<file path="config.mk">
export PLATFORM = sky130hd
export DESIGN_NAME = router_fifo_pkt
export DESIGN_NICKNAME = d
export VERILOG_FILES = /design/src/rtl/router_fifo_pkt.sv
export SDC_FILE = /design/constraint.sdc
export NUM_CORES = 1
export LEC_CHECK = 0
export CAP_MARGIN = 20
export CORE_MARGIN = 2
export CORE_UTILIZATION = 55
export CTS_CLUSTER_SIZE = 14
export DETAILED_ROUTE_END_ITERATION = 7
export GPL_TIMING_DRIVEN = 0
export PLACE_DENSITY = 0.7
export SYNTH_ARGS = -nofsm -noshare
export SYNTH_HDL_FRONTEND = slang
export SYNTH_SLANG_ARGS = --single-unit
</file>
<file path="constraint.sdc">
create_clock -name clk -period 9.23 [get_ports clk]
set_input_delay 1.846 -clock clk [delete_from_list [all_inputs] [get_ports clk]]
set_output_delay 1.846 -clock clk [all_outputs]
set_load 0.02 [all_outputs]
</file>
<file path="src/rtl/router_fifo_pkt.sv">
// router_fifo_pkt: parametrised router output FIFO with packet tracking.
// Stores header-tagged words, follows the length field of the packet
// being read, and reports occupancy, almost-full and a registered
// output-valid.
// Optional build macro ROUTER_FIFO_ERR_EN adds sticky ovf_err / unf_err.
module router_fifo_pkt #(
  parameter int WIDTH     = 8,
  parameter int DEPTH     = 16,
  parameter int AF_MARGIN = 2
) (
  input  logic                     clk,
  input  logic                     resetn,
  input  logic                     soft_reset,
  input  logic                     write_enb,
  input  logic                     lfd_state,
  input  logic [WIDTH-1:0]         datain,
  input  logic                     read_enb,
  output logic [WIDTH-1:0]         dataout,
  output logic                     dout_valid,
  output logic                     full,
  output logic                     empty,
  output logic                     almost_full,
  output logic [$clog2(DEPTH):0]   occupancy,
  output logic                     pkt_busy,
  output logic                     pkt_last
`ifdef ROUTER_FIFO_ERR_EN
  ,
  output logic                     ovf_err,
  output logic                     unf_err
`endif
);

  localparam int AW = $clog2(DEPTH);
  localparam int RW = WIDTH - 1;
  localparam logic [AW:0] AF_TH = (AW+1)'(DEPTH - AF_MARGIN);

  // bit WIDTH of each entry marks a header word
  logic [WIDTH:0]   mem [DEPTH];
  logic [AW-1:0]    wr_ptr, rd_ptr;
  logic [RW-1:0]    rem;
  logic             lfd_q;
  logic             wr_acc, rd_acc;
  logic [WIDTH:0]   rd_word;
  logic [RW-1:0]    hdr_rem;

  assign full        = (occupancy == (AW+1)'(DEPTH));
  assign empty       = (occupancy == '0);
  assign almost_full = (occupancy >= AF_TH);
  assign pkt_busy    = (rem != '0);

  assign wr_acc  = write_enb & ~full;
  assign rd_acc  = read_enb & ~empty;
  assign rd_word = mem[rd_ptr];
  // payload words plus the trailing parity word
  assign hdr_rem = {1'b0, rd_word[WIDTH-1:2]} + RW'(1);

  // storage array; no reset needed, occupancy guards every read
  always_ff @(posedge clk) begin
    if (wr_acc) mem[wr_ptr] <= {lfd_q, datain};
  end

  // pointers, occupancy, header-tag delay
  always_ff @(posedge clk) begin
    if (!resetn || soft_reset) begin
      wr_ptr    <= '0;
      rd_ptr    <= '0;
      occupancy <= '0;
      lfd_q     <= 1'b0;
    end else begin
      lfd_q <= lfd_state;
      if (wr_acc) wr_ptr <= wr_ptr + AW'(1);
      if (rd_acc) rd_ptr <= rd_ptr + AW'(1);
      case ({wr_acc, rd_acc})
        2'b10:   occupancy <= occupancy + (AW+1)'(1);
        2'b01:   occupancy <= occupancy - (AW+1)'(1);
        default: occupancy <= occupancy;
      endcase
    end
  end

  // read data path and packet word counter
  always_ff @(posedge clk) begin
    if (!resetn || soft_reset) begin
      dataout    <= '0;
      dout_valid <= 1'b0;
      pkt_last   <= 1'b0;
      rem        <= '0;
    end else begin
      dout_valid <= rd_acc;
      pkt_last   <= 1'b0;
      if (rd_acc) begin
        dataout <= rd_word[WIDTH-1:0];
        if (rd_word[WIDTH]) begin
          rem <= hdr_rem;
        end else if (rem != '0) begin
          rem      <= rem - RW'(1);
          pkt_last <= (rem == RW'(1));
        end
      end
    end
  end

`ifdef ROUTER_FIFO_ERR_EN
  // sticky illegal-request flags
  always_ff @(posedge clk) begin
    if (!resetn || soft_reset) begin
      ovf_err <= 1'b0;
      unf_err <= 1'b0;
    end else begin
      if (write_enb && full)  ovf_err <= 1'b1;
      if (read_enb  && empty) unf_err <= 1'b1;
    end
  end
`endif

endmodule

</file>
### Word level (Yosys, flattened, before mapping)

Memory sizes are Yosys's and may differ from the RTL's. A register that Yosys moved wholly into a read port is not among the register bits.
Cells that the tools add are included.

| word-level totals | value |
|---|---|
| bits in registers | 31 |
| output and inout bits | 19 |
| memories | 1 |
| input port bits | 14 |
| bits in writable memories | 144 |

Memories:

| memory | words | width | rd ports | clocked after Yosys merged registers in | wr ports | line | RTL |
|---|---|---|---|---|---|---|---|
| mem | 16 | 9 | 1 | 1 | 1 | 38 | `logic [WIDTH:0] mem [DEPTH];` |

| operators by class | value |
|---|---|
| reductions and logical operators | 8 |
| mux-type cells | 7 |
| equal/unequal tests | 4 |
| bitwise operators | 6 |
| order comparisons | 1 |
| add/subtract/negate cells | 6 |

Operators by type and width:

| kind | number |
|---|---|
| 2-to-1 mux 7 bit | 2 |
| case mux 5 bit (2 select lines) | 1 |
| adder 4 x 1 -> 4 bit (second input constant) | 2 |
| 2-to-1 mux 4 bit | 2 |
| adder 6 x 1 -> 7 bit (second input constant) | 1 |
| == test 7 x 1 -> 1 bit (second input constant) | 1 |
| nonzero test 7 bit | 1 |
| subtractor 7 x 1 -> 7 bit (second input constant) | 1 |
| adder 5 x 1 -> 5 bit (second input constant) | 1 |
| == test 5 bit (second input constant) | 1 |
| greater-or-equal comparator 5 x 4 -> 1 bit (second input constant) | 1 |
| zero test 5 bit | 1 |
| subtractor 5 x 1 -> 5 bit (second input constant) | 1 |
| NOT 1 bit | 4 |
| nonzero test 2 bit | 2 |
| OR reduction 4 bit | 1 |
| bitwise AND 1 bit | 2 |
| == test 2 x 1 -> 1 bit (second input constant) | 1 |
| == test 2 bit (second input constant) | 1 |
| 2-to-1 mux 1 bit | 2 |
| AND reduction 2 bit | 1 |
| zero test 1 bit | 1 |
| logical OR 1 bit | 1 |

### Depth between registers and ports, before layout

Gate-level depths: netlist (run 1).

| depth | value |
|---|---|
| depth in word-level cells | 5 |
| gate-level depth with buffers | 16 |
| mapped depth without buffers | 12 |

### Worst setup path before layout (run 1)

OpenSTA, ideal clock, no wires.

| path | value |
|---|---|
| kind | in2reg |
| from | input read_enb |
| to | register occupancy[4] |
| arrival | 4118 ps |
| setup slack | 5042 ps |
| required time | 9159 ps |
| stages | 14 |
| cells stage by stage | o21ai_2 buf_4 inv_2 clkbuf_1 ha_1 clkbuf_1 xor2_1 ha_1 o21ai_0 nand2b_1 a31oi_1 xor2_1 or3_1 a21oi_1 |

| between the ends | value |
|---|---|
| word-level cells in the longest chain between the ends | 3 |
| elaborated cells between the ends (all ways) | 5 |

RTL lines:

| what | line | RTL |
|---|---|---|
| start, declared | 17 | `input logic read_enb,` |
| bitwise AND 1 bit * | 52 | `assign rd_acc = read_enb & ~empty;` |
| net rd_acc | 42 | `logic wr_acc, rd_acc;` |
| == test 2 x 1 -> 1 bit or == test 2 bit (tied branches) | 73 | `case ({wr_acc, rd_acc})` |
| case mux 5 bit (2 select lines) or nonzero test 2 bit (tied branches) | - |  |
| end signal, assigned | 74 | `2'b10: occupancy <= occupancy + (AW+1)'(1);` |
| end signal, assigned | 75 | `2'b01: occupancy <= occupancy - (AW+1)'(1);` |
| end signal, assigned | 76 | `default: occupancy <= occupancy;` |
| end, declared | 23 | `output logic [$clog2(DEPTH):0] occupancy,` |

Mark *: on every way through the listed nets, which the timed path passes. The rest lies on a longest branch.
A chain may end at the register's enable or synchronous reset.

### Worst setup path after layout (run 1)

Same ends and word-level chain as after synthesis.

==> results.yml, run 1 <==
routing:
  via_count: 4130
  wl_per_cell_um: 21.8
  antenna_left: 0
  routed_wl_mm: 15.3
  drtIter0Drc: 303
  dr.pass1.iters: 4
  drc_errors: 0
  vias_per_cell: 5.87
setup_path:
  r2r_start: "occupancy[1]"
  cp_data_arrival_time_ps: 5110
  cp-end-kind: "register"
  ff2ff_path_depth: 16
  worstPathRequired_ps: 9590
  worstPathMaxFanout: 10
  start_kind: "input pin"
  crit_start: "read_enb"
  crit_type: "input pin to register"
power:
  pwr-share-clk_pct: 44.1
  pwr_density_cell_nw_per_um2: 199
  p_seq_share_pct: 51.1
  p_sw_share_pct: 20.8
  p_int_mw: 1.37
  power_switching_mw: 0.358
  peakVddDrop_mv: 0.154
  leakagePower_nw: 2.87
  p_total_mw: 1.73
  p_comb_share_pct: 4.9
yosys:
  synth_cell_types: 52
  async_flop_share_pct: 0
  synth_top_area_cell: "edfxtp_1"
  synth_top_area_share_pct: 58.9
  synth-seq-cells: 179
  synthCells: 450
  ys_seq_area_share_pct: 68.4
  ys_top_cells_by_area: "edfxtp_1, dfxtp_1, mux4_2"
  avgSynthCellArea_um2: 16.3
  synth_warnings: 0
  syn_area_um2: 7350
  synthFlopType: "edfxtp_1"
  syn_nets: 476
  synth_edf_count: 144
sta:
  slew_viol_final: 0
  max_freq_ghz: 0.210
  finalCriticalPeriod_ps: 4750
  final-setup-viol-count: 0
  relSlewSlack_pct: 27.0
  finalHoldViolCount: 0
  grt_setup_unrepaired: "false"
  final.setup.tns_ps: 0
  skew_ps: 6.83
  worst_pin_slew_ps: 1090
  fin_crit_sh_pct: 51.5
clocking:
  cts_sinks: 179
  cts_max_level: 4
  clock-root-buffer: "clkbuf_16"
  insertion_delay_ps: 430
  cts_made_buffers: 17
  cts_hold_buffers: 0
  post_cts_buffers: 0
  cts_tree: "built"
  clk_pin_slew_worst_paths_ps: 70
  cts-resized-gates: 0
  clockBufferDepth: 2
placed_design:
  dpl-instance-area_um2: 8030
  gp_congestion: 0.812
  portBuffers: 32
  dp_hpwl_mm: 10.4
global_routing:
  antenna_found_initial: 0
  grt_max_degree: 17
  grt_pass1_vias: 4134
  grt_first_pass_wirelength_mm: 23.4
  grt_usage_pct: 22.8
  grt.overflow.total: 0
final_layout:
  design_area_um2: 8700
  antenna_cells: 0
  ff_latch_area_um2: 5020
  drive_above_1_share_pct: 19.9
  multi_input_area_um2: 2170
  nets: 541
  syn_to_final_growth_pct: 18.4
  fill_cells: 942
worst_hold_path:
  min_delay_path_depth: 2
  holdCritPathClass: "register to register"
  min_from: "dataout[0]"
floorplanning:
  fp.dieArea_um2: 14300
  start_util_pct: 55.9
  die_w_um: 120
  coreArea_um2: 13100
  io_pins: 33
  die_h_um: 120
  row_count: 42
job:
  drv_cap: 0
run_status:
  outcome: "completed"
==> metal layers <==
| layer | track usage, % | part of all wire (%) |
|---|---|---|
| met1 | 30.3 | 43 |
| met2 | 37.7 | 51 |
| met3 | 4.66 | 4.1 |
| met4 | 8.31 | 1.7 |
| met5 | 0 | 0 |
==> through the flow <==
step                util (%)  instances  hold WS, ps  setup WS (ps)
floorplan                  -        450          472           5040
global placement        60.0        658          444           4180
global route            66.2        704          486           4340
finish                  66.2        704          457           4480
CTS                     65.9        701          461           4550
detailed placement      61.1        669          451           4110
==> cell type report <==
class                      instances  area share, %
buffer                            22           1.60
clock inverter                    15           2.37
tap                              176           2.53
multi-input combinational        241           25.0
clock buffer                      17           4.89
inverter                           8          0.345
sequential                       179           57.8
timing repair buffer              46           5.50
==> cells in the final DEF, fill, tap and decap left out, drive strengths merged, types with 12 or more instances in the layout <==
cell             n
ha              12
nand2           29
edfxtp         144
clkbuf          25
clkdlybuf4s50   32
xor2            13
dfxtp           35
mux4            38
a21oi           20
nor2            45
buf             28
mux2i           14
==> sequential cells by signal, summed over array words and instances (netlist names), named ones only <==
register	flops
dataout	8
dout_valid	1
lfd_q	1
mem	144
occupancy	5
pkt_last	1
rd_ptr	4
rem	7
wr_ptr	4
==> power groups by stage <==
stage                     registers, mW  clock network [mW]  logic (mW)
after global placement            0.899                   0      0.0805
after floorplan                   0.900                   0      0.0491
after global routing              0.882               0.796      0.0923
final                             0.881               0.761      0.0844
after CTS                         0.881               0.767      0.0849
after detailed placement          0.899                   0      0.0845
==> critical path: stages <==
cell and delay [ps]:
clkdlybuf4s50_1 470, o21ai_2 60, buf_4 190, inv_2 140, clkbuf_1 400, ha_1 260, clkbuf_1 320, xor2_1 120
ha_1 230, o21ai_0 230, nand2b_1 80, a31oi_1 190, xor2_1 100, or3_1 310, a21oi_1 140
==> cell usage after synthesis, types with 3 or more instances <==
master and number:
nand2b_1 4, edfxtp_1 144, clkbuf_1 8, nand4_1 4, xor2_1 13, a21oi_1 20, nand3_1 4, o21ai_1 3
mux4_1 7, o21ai_0 6, buf_6 4, nor4_1 3, nor3_1 7, mux4_2 31, a31oi_1 3, mux2i_1 14
or3_1 3, ha_1 12, nor2_1 44, buf_2 6, dfxtp_1 35, inv_1 6, nand2_1 29, o22ai_1 3
==> worst paths after layout <==
kind,to,slack [ps]
max,occupancy[4],4480
min,dataout[0],460
max reg2reg,occupancy[4],5440
min reg2reg,dataout[0],460
==> cells by family (layout without fill, tap and decap cells) <==
group	after synthesis	in the layout	synth area share [%]
AOI/OAI and AO/OA	52	52	4.62
and+or+nand+nor	109	109	6.78
muxes	53	53	14.1
DFF	179	179	68.4
adders and majority gates	12	12	2.04
xor gates and xnor gates	15	15	1.79
buffers and inverters	30	108	2.30
Note: power is estimated with default switching activity, not from simulation.
==> run 2: changes to the inputs <==
Clock period 9.23 ns to 4.8 ns, I/O delays scaled along.
==> results of run 2 <==
The final DEF is identical to that of run 1. Status: completed.
Main changes from that run: setup slack after placement 4110 ps -> 565 ps; setup slack after layout 4480 ps -> 933 ps; register-to-register setup slack 5440 ps -> 1010 ps; total power 1.73 mW -> 3.32 mW; worst IR drop on VDD 0.154 mV -> 0.297 mV
